### config.mk
export PLATFORM = sky130hd
export DESIGN_NAME = butterfly_pipe
export DESIGN_NICKNAME = d
export VERILOG_FILES = /design/src/rtl/butterfly_pkg.sv /design/src/rtl/cmul_round.sv /design/src/rtl/butterfly_pipe.sv
export SDC_FILE = /design/constraint.sdc
export NUM_CORES = 2
export LEC_CHECK = 0
export ABC_AREA = 1
export CORE_MARGIN = 2
export CORE_UTILIZATION = 59
export CTS_CLUSTER_DIAMETER = 40
export DETAILED_ROUTE_END_ITERATION = 10
export PLACE_DENSITY = 0.8
export SYNTH_ARGS = -nofsm -noshare
export SYNTH_HDL_FRONTEND = slang
export SYNTH_SLANG_ARGS = --single-unit
### constraint.sdc
create_clock -name clk -period 7.65 [get_ports clk]
set_input_delay 1.1475 -clock clk [delete_from_list [all_inputs] [get_ports clk]]
set_output_delay 1.1475 -clock clk [all_outputs]
set_load 0.05 [all_outputs]
### src/rtl/butterfly_pkg.sv
// Shared constants and arithmetic helpers for the pipelined radix-2 butterfly.
// Helpers work on 64-bit signed values; callers size-cast to their own widths.
package butterfly_pkg;

  localparam int LAT = 4;

  // Half-LSB of the Q1.(tw-1) product scale, used for round-half-up.
  function automatic logic signed [63:0] rnd_const(input int tw);
    return 64'sd1 <<< (tw - 2);
  endfunction

  function automatic logic signed [63:0] sat_dw(input logic signed [63:0] value,
                                                input int dw);
    logic signed [63:0] hi;
    logic signed [63:0] lo;
    hi = (64'sd1 <<< (dw - 1)) - 64'sd1;
    lo = -(64'sd1 <<< (dw - 1));
    if (value > hi) return hi;
    if (value < lo) return lo;
    return value;
  endfunction

endpackage

### src/rtl/cmul_round.sv
// Two-stage complex multiply M*W with round-half-up back to integer scale.
// Stage 2 holds the four raw products, stage 3 the combined, rounded result.
module cmul_round
  import butterfly_pkg::*;
#(
  parameter int DW_IN = 16,
  parameter int TW    = 16
) (
  input  logic                    clk,
  input  logic                    en,
  input  logic [1:0]              i_ld,
  input  logic signed [DW_IN-1:0] i_mr,
  input  logic signed [DW_IN-1:0] i_mi,
  input  logic signed [TW-1:0]    i_wr,
  input  logic signed [TW-1:0]    i_wi,
  output logic signed [DW_IN+1:0] o_zr,
  output logic signed [DW_IN+1:0] o_zi
);

  localparam int PW = DW_IN + TW;
  localparam int SW = PW + 1;
  localparam int ZW = DW_IN + 2;

  logic signed [PW-1:0] p_rr, p_ii, p_ri, p_ir;
  logic signed [SW-1:0] s_re, s_im;

  // NOTE: datapath registers carry no reset; validity lives in the stage
  // valid bits, so resetting wide data would only add fan-out on rst.
  // Sequential state always uses <= so all stages sample pre-edge values.
  always_ff @(posedge clk) begin
    if (en && i_ld[0]) begin
      p_rr <= PW'(i_mr) * PW'(i_wr);
      p_ii <= PW'(i_mi) * PW'(i_wi);
      p_ri <= PW'(i_mr) * PW'(i_wi);
      p_ir <= PW'(i_mi) * PW'(i_wr);
    end
  end

  // One extra bit over the product width absorbs (-1)*(-1) sums without wrap.
  always_comb begin
    s_re = SW'(p_rr) - SW'(p_ii) + SW'(rnd_const(TW));
    s_im = SW'(p_ri) + SW'(p_ir) + SW'(rnd_const(TW));
  end

  always_ff @(posedge clk) begin
    if (en && i_ld[1]) begin
      o_zr <= ZW'(s_re >>> (TW - 1));
      o_zi <= ZW'(s_im >>> (TW - 1));
    end
  end

endmodule

### src/rtl/butterfly_pipe.sv
// Four-stage radix-2 butterfly (DIT or DIF) with per-sample halving,
// saturation, sticky overflow and valid/ready backpressure.
module butterfly_pipe
  import butterfly_pkg::*;
#(
  parameter int DW  = 16,
  parameter int TW  = 16,
  parameter int DIF = 0
) (
  input  logic                 clk,
  input  logic                 rst,
  input  logic                 i_vld,
  output logic                 i_rdy,
  input  logic signed [DW-1:0] i_ar,
  input  logic signed [DW-1:0] i_ai,
  input  logic signed [DW-1:0] i_br,
  input  logic signed [DW-1:0] i_bi,
  input  logic signed [TW-1:0] i_wr,
  input  logic signed [TW-1:0] i_wi,
  input  logic                 i_scale,
  output logic                 o_vld,
  input  logic                 o_rdy,
  output logic signed [DW-1:0] o_xr,
  output logic signed [DW-1:0] o_xi,
  output logic signed [DW-1:0] o_yr,
  output logic signed [DW-1:0] o_yi,
  output logic                 o_ovf,
  input  logic                 i_ovf_clr
);

  localparam int AW = DW + 1;            // pass-through operand (A or A+B)
  localparam int MW = DW + (DIF != 0);   // multiplicand (B or A-B)
  localparam int ZW = MW + 2;
  localparam int EW = DW + 4;

  logic [LAT-1:0] vld;
  logic           stall, adv;

  logic signed [AW-1:0] p_re_n, p_im_n, p1_re, p1_im, p2_re, p2_im, p3_re, p3_im;
  logic signed [MW-1:0] m_re_n, m_im_n, m1_re, m1_im;
  logic signed [TW-1:0] w1_re, w1_im;
  logic                 sc1, sc2, sc3, ovf4;
  logic signed [ZW-1:0] z_re, z_im;

  logic signed [EW-1:0] x_re_pre, x_im_pre, y_re_pre, y_im_pre;
  logic signed [EW-1:0] pre [4];
  logic signed [EW-1:0] scl [4];
  logic signed [63:0]   sat [4];
  logic signed [DW-1:0] res [4];
  logic [3:0]           hit;

  assign stall = vld[LAT-1] & ~o_rdy;
  assign adv   = ~stall;
  assign i_rdy = adv;
  assign o_vld = vld[LAT-1];

  always_ff @(posedge clk or negedge rst) begin
    if (!rst) vld <= '0;
    else if (adv) vld <= {vld[LAT-2:0], i_vld};
  end

  generate
    if (DIF != 0) begin : g_dif
      assign p_re_n   = AW'(i_ar) + AW'(i_br);
      assign p_im_n   = AW'(i_ai) + AW'(i_bi);
      assign m_re_n   = AW'(i_ar) - AW'(i_br);
      assign m_im_n   = AW'(i_ai) - AW'(i_bi);
      assign x_re_pre = EW'(p3_re);
      assign x_im_pre = EW'(p3_im);
      assign y_re_pre = EW'(z_re);
      assign y_im_pre = EW'(z_im);
    end else begin : g_dit
      assign p_re_n   = AW'(i_ar);
      assign p_im_n   = AW'(i_ai);
      assign m_re_n   = i_br;
      assign m_im_n   = i_bi;
      assign x_re_pre = EW'(p3_re) + EW'(z_re);
      assign x_im_pre = EW'(p3_im) + EW'(z_im);
      assign y_re_pre = EW'(p3_re) - EW'(z_re);
      assign y_im_pre = EW'(p3_im) - EW'(z_im);
    end
  endgenerate

  // Data only loads behind a valid sample, so bubbles leave the last values.
  always_ff @(posedge clk) begin
    if (adv && i_vld) begin
      p1_re <= p_re_n;  p1_im <= p_im_n;
      m1_re <= m_re_n;  m1_im <= m_im_n;
      w1_re <= i_wr;    w1_im <= i_wi;
      sc1   <= i_scale;
    end
    if (adv && vld[0]) begin
      p2_re <= p1_re;  p2_im <= p1_im;  sc2 <= sc1;
    end
    if (adv && vld[1]) begin
      p3_re <= p2_re;  p3_im <= p2_im;  sc3 <= sc2;
    end
  end

  cmul_round #(.DW_IN(MW), .TW(TW)) u_cmul (
    .clk  (clk),
    .en   (adv),
    .i_ld (vld[1:0]),
    .i_mr (m1_re),
    .i_mi (m1_im),
    .i_wr (w1_re),
    .i_wi (w1_im),
    .o_zr (z_re),
    .o_zi (z_im)
  );

  // NOTE: every variable gets a default before the loop so no path can
  // leave one unassigned and infer a latch.
  always_comb begin
    pre[0] = x_re_pre;
    pre[1] = x_im_pre;
    pre[2] = y_re_pre;
    pre[3] = y_im_pre;
    hit    = '0;
    for (int k = 0; k < 4; k++) begin
      scl[k] = '0;
      sat[k] = '0;
      res[k] = '0;
    end
    for (int k = 0; k < 4; k++) begin
      scl[k] = sc3 ? (pre[k] + EW'(1)) >>> 1 : pre[k];
      sat[k] = sat_dw(64'(scl[k]), DW);
      res[k] = sat[k][DW-1:0];
      hit[k] = (sat[k] != 64'(scl[k]));
    end
  end

  always_ff @(posedge clk or negedge rst) begin
    if (!rst) begin
      o_xr <= '0;  o_xi <= '0;  o_yr <= '0;  o_yi <= '0;
      ovf4 <= 1'b0;
    end else if (adv && vld[2]) begin
      o_xr <= res[0];  o_xi <= res[1];
      o_yr <= res[2];  o_yi <= res[3];
      ovf4 <= |hit;
    end
  end

  // A saturated sample sets the flag as it is handed off; set beats clear.
  always_ff @(posedge clk or negedge rst) begin
    if (!rst) o_ovf <= 1'b0;
    else if (o_vld && o_rdy && ovf4) o_ovf <= 1'b1;
    else if (i_ovf_clr) o_ovf <= 1'b0;
  end

endmodule

==> out/metrics.yaml <==
logic_synthesis:
  syn-instance-count: 7595
  synth_top_area_share_pct: 33.24
  yosys_warnings: 0
  synthArstFlopShare_pct: 17.63
  synth_flop_cell: "edfxtp_1"
  synth_nets: 9279
  synth_cell_type_count: 65
  ys_ff_latch: 397
  synth_area_um2: 63350
  yosys.area.top_type: "fa_1"
  yosysSeqAreaShare_pct: 18.27
  avgSynthCellArea_um2: 8.341
  synth-edff-count: 327
  synth_area_leaders: "fa_1 33%, edfxtp_1 16%, inv_1 11%"
die:
  rows: 120
  die_w_um: 331.7
  die_h_um: 331.7
  ioPinCount: 169
  core_area_um2: 106800
  die_area_um2: 110000
  initial_core_util_pct: 59.34
placed_design:
  gp_congestion: 0.9783
  dp_hpwl_um: 140900
  io_buffer_count: 168
  dpl-instance-area_um2: 66690
outcome:
  status: "finished clean"
worst_hold_path:
  hold_class: "flip-flop to flip-flop"
global_route:
  grt_max_degree: 162
  grt-ovfl-total: 0
  first_global_vias: 52460
  grt.total_usage_pct: 32.53
  grt_pass1_wl_um: 278700
  grt_antenna_before_repair: 1
finish:
  area_growth_pct: 9.622
  fin_area_um2: 69450
  drive_gt1_share_pct: 4.927
  n_fill_cell: 8762
  fin_nets: 9393
worst_setup_path:
  worstPathArrival_ns: 7.41
  crit_type: "flip-flop to flip-flop"
  cp.required_ns: 8.04
  critPathLaunchType: "flip-flop"
  cp-end-kind: "flip-flop"
  crit_fanout: 23
clock_tree:
  clkTransAtPathRegs_ns: 0.06
  cts_root_buf: "clkbuf_16"
  cts_sinks: 397
  clkLatencyLatePin_ns: 0.69
  cts_tree: "built"
  post_cts_buffers: 0
  holdBufCountCts: 0
  cts_resized: 0
  cts.path.max_buffers: 3
  cts_made_buffers: 79
  htreeDepth: 3
job:
  cap_violations: 0
timing:
  fin_tns_setup_ns: 0
  drv_slew: 0
  max_freq_ghz: 0.1424
  setup_viol: 0
  worstMarginPinSlew_ns: 1.313
  rsz0062_at_grt: "false"
  relSlewSlack_pct: 12.48
  clock_skew_ns: 0.04930
  fin_crit_ns: 7.022
  post-route-period-util_pct: 91.78
  hold_viol: 0
drt:
  wire_per_inst_um: 18.83
  postRouteAntennaNets: 0
  avgViaCountPerCell: 5.435
  vias: 49880
  first_pass_iters: 7
  drcViolationCount: 0
  drt_iter0_markers: 4334
  wirelength_um: 172800
[critical path, stage by stage (launching register included)]
cell      delay [ns]
edfxtp_1        1.22
nand2_1         0.18
fa_1            0.54
inv_1           0.05
fa_1            0.47
inv_1           0.05
fa_1            0.50
inv_1           0.06
fa_1            0.52
inv_1           0.05
fa_1            0.48
inv_1           0.05
fa_1            0.45
ha_1            0.37
nand2_1         0.10
o21ai_0         0.18
a21oi_1         0.11
o21ai_0         0.37
nand4_1         0.14
o211ai_1        0.17
a21oi_1         0.16
o21ai_0         0.28
nand2_1         0.09
nand2_1         0.08
xor2_1          0.06
[final timing paths]
kind,from,cells past startpoint,slack (ns),endpoint
max,w1_re[6]$_DFFE_PP_,24,0.63,u_cmul.p_rr[29]$_DFFE_PP_
min,p1_re[3]$_DFFE_PP_,0,0.42,p2_re[3]$_DFFE_PP_
max reg2reg,w1_re[6]$_DFFE_PP_,24,0.63,u_cmul.p_rr[29]$_DFFE_PP_
min reg2reg,p1_re[3]$_DFFE_PP_,0,0.42,p2_re[3]$_DFFE_PP_
max in group asynchronous,rst,2,6.38,o_xi[2]$_DFFE_PN0P_
min in group asynchronous,rst,2,0.69,vld[2]$_DFFE_PN0N_
[stage by stage]
stage	std cells	hold WS, ns	utilization, %	setup WS, ns
detailed placement	9031	0.4045	62.47	0.7408
finish	9178	0.4180	65.05	0.6285
floorplan	7595	0.4003	-	1.657
CTS	9177	0.4170	65.05	0.7122
global route	9177	0.4232	65.05	0.3082
global placement	9031	0.4042	62.47	0.9191
[cell usage after synthesis (all sizes together) (8+ instances only)]
cell / n
inv: 1961
o21ai: 140
edfxtp: 327
nor2: 313
clkbuf: 218
nand4: 50
nand2: 1942
nand3b: 8
ha: 530
fa: 1052
a21oi: 308
nor3: 31
xor2: 132
o211ai: 9
o21a: 14
buf: 37
dfrtp: 70
a21boi: 10
a21o: 13
o21bai: 18
xnor2: 64
a31oi: 36
or2: 14
nand3: 258
[state kept, by name, indices dropped and copies added (netlist names), 18 cells and up]
| signal | flops |
|---|---|
| u_cmul.p_ii | 32 |
| u_cmul.o_zi | 18 |
| u_cmul.o_zr | 18 |
| u_cmul.p_rr | 32 |
| u_cmul.p_ir | 32 |
| u_cmul.p_ri | 32 |
[cell usage in the layout, fill, tap and decap left out, types with 11 or more instances in the layout]
cell,synthesis,final
clkdlybuf4s50_1,0,167
nor2_2,15,15
inv_2,28,28
dfrtp_1,70,70
nand3_1,252,252
buf_4,5,117
a31oi_1,36,36
o21bai_1,18,18
o21ai_1,13,13
xor2_1,131,131
nand2_1,1913,1913
a21o_1,13,13
o21a_1,14,14
edfxtp_1,327,327
ha_1,530,530
nand4_1,49,49
inv_6,0,14
clkbuf_16,0,79
nand2_2,27,27
o21ai_0,126,126
inv_1,1930,1929
nor3_1,29,29
xnor2_1,64,64
nor2_1,290,287
a21oi_1,297,297
fa_1,1052,1052
nor2_4,8,11
or2_2,11,11
[routing by layer]
layer	global-route usage, %	up-vias	routed length, um
li1	-	22880	-
met5	0	-	16
met4	19.00	2	12150
met2	52.67	2203	80140
met1	41.29	24280	67180
met3	5.745	513	13340
[final cells by class]
type / instances / area, um^2 / area share (%)
Antenna cell: 1 / 2.502 / 0.003603
Clock buffer: 82 / 1998 / 2.877
Clock inverter: 64 / 755.7 / 1.088
Inverter: 1964 / 7383 / 10.63
Multi-Input combinational cell: 4979 / 43370 / 62.44
Sequential cell: 397 / 11570 / 16.66
Tap cell: 1403 / 1755 / 2.528
Timing Repair Buffer: 288 / 2615 / 3.765
[cell families after synthesis]
family | synth area share [%]
xor gates and xnor gates | 2.722
and+or+nand+nor | 16.84
buffers and inverters | 13.32
AOI/OAI and AO/OA | 5.143
adders and majority gates | 43.71
DFF | 18.27
Power is not shown: default switching activity piles up to over one toggle a cycle in this logic, so the estimate is an artifact.
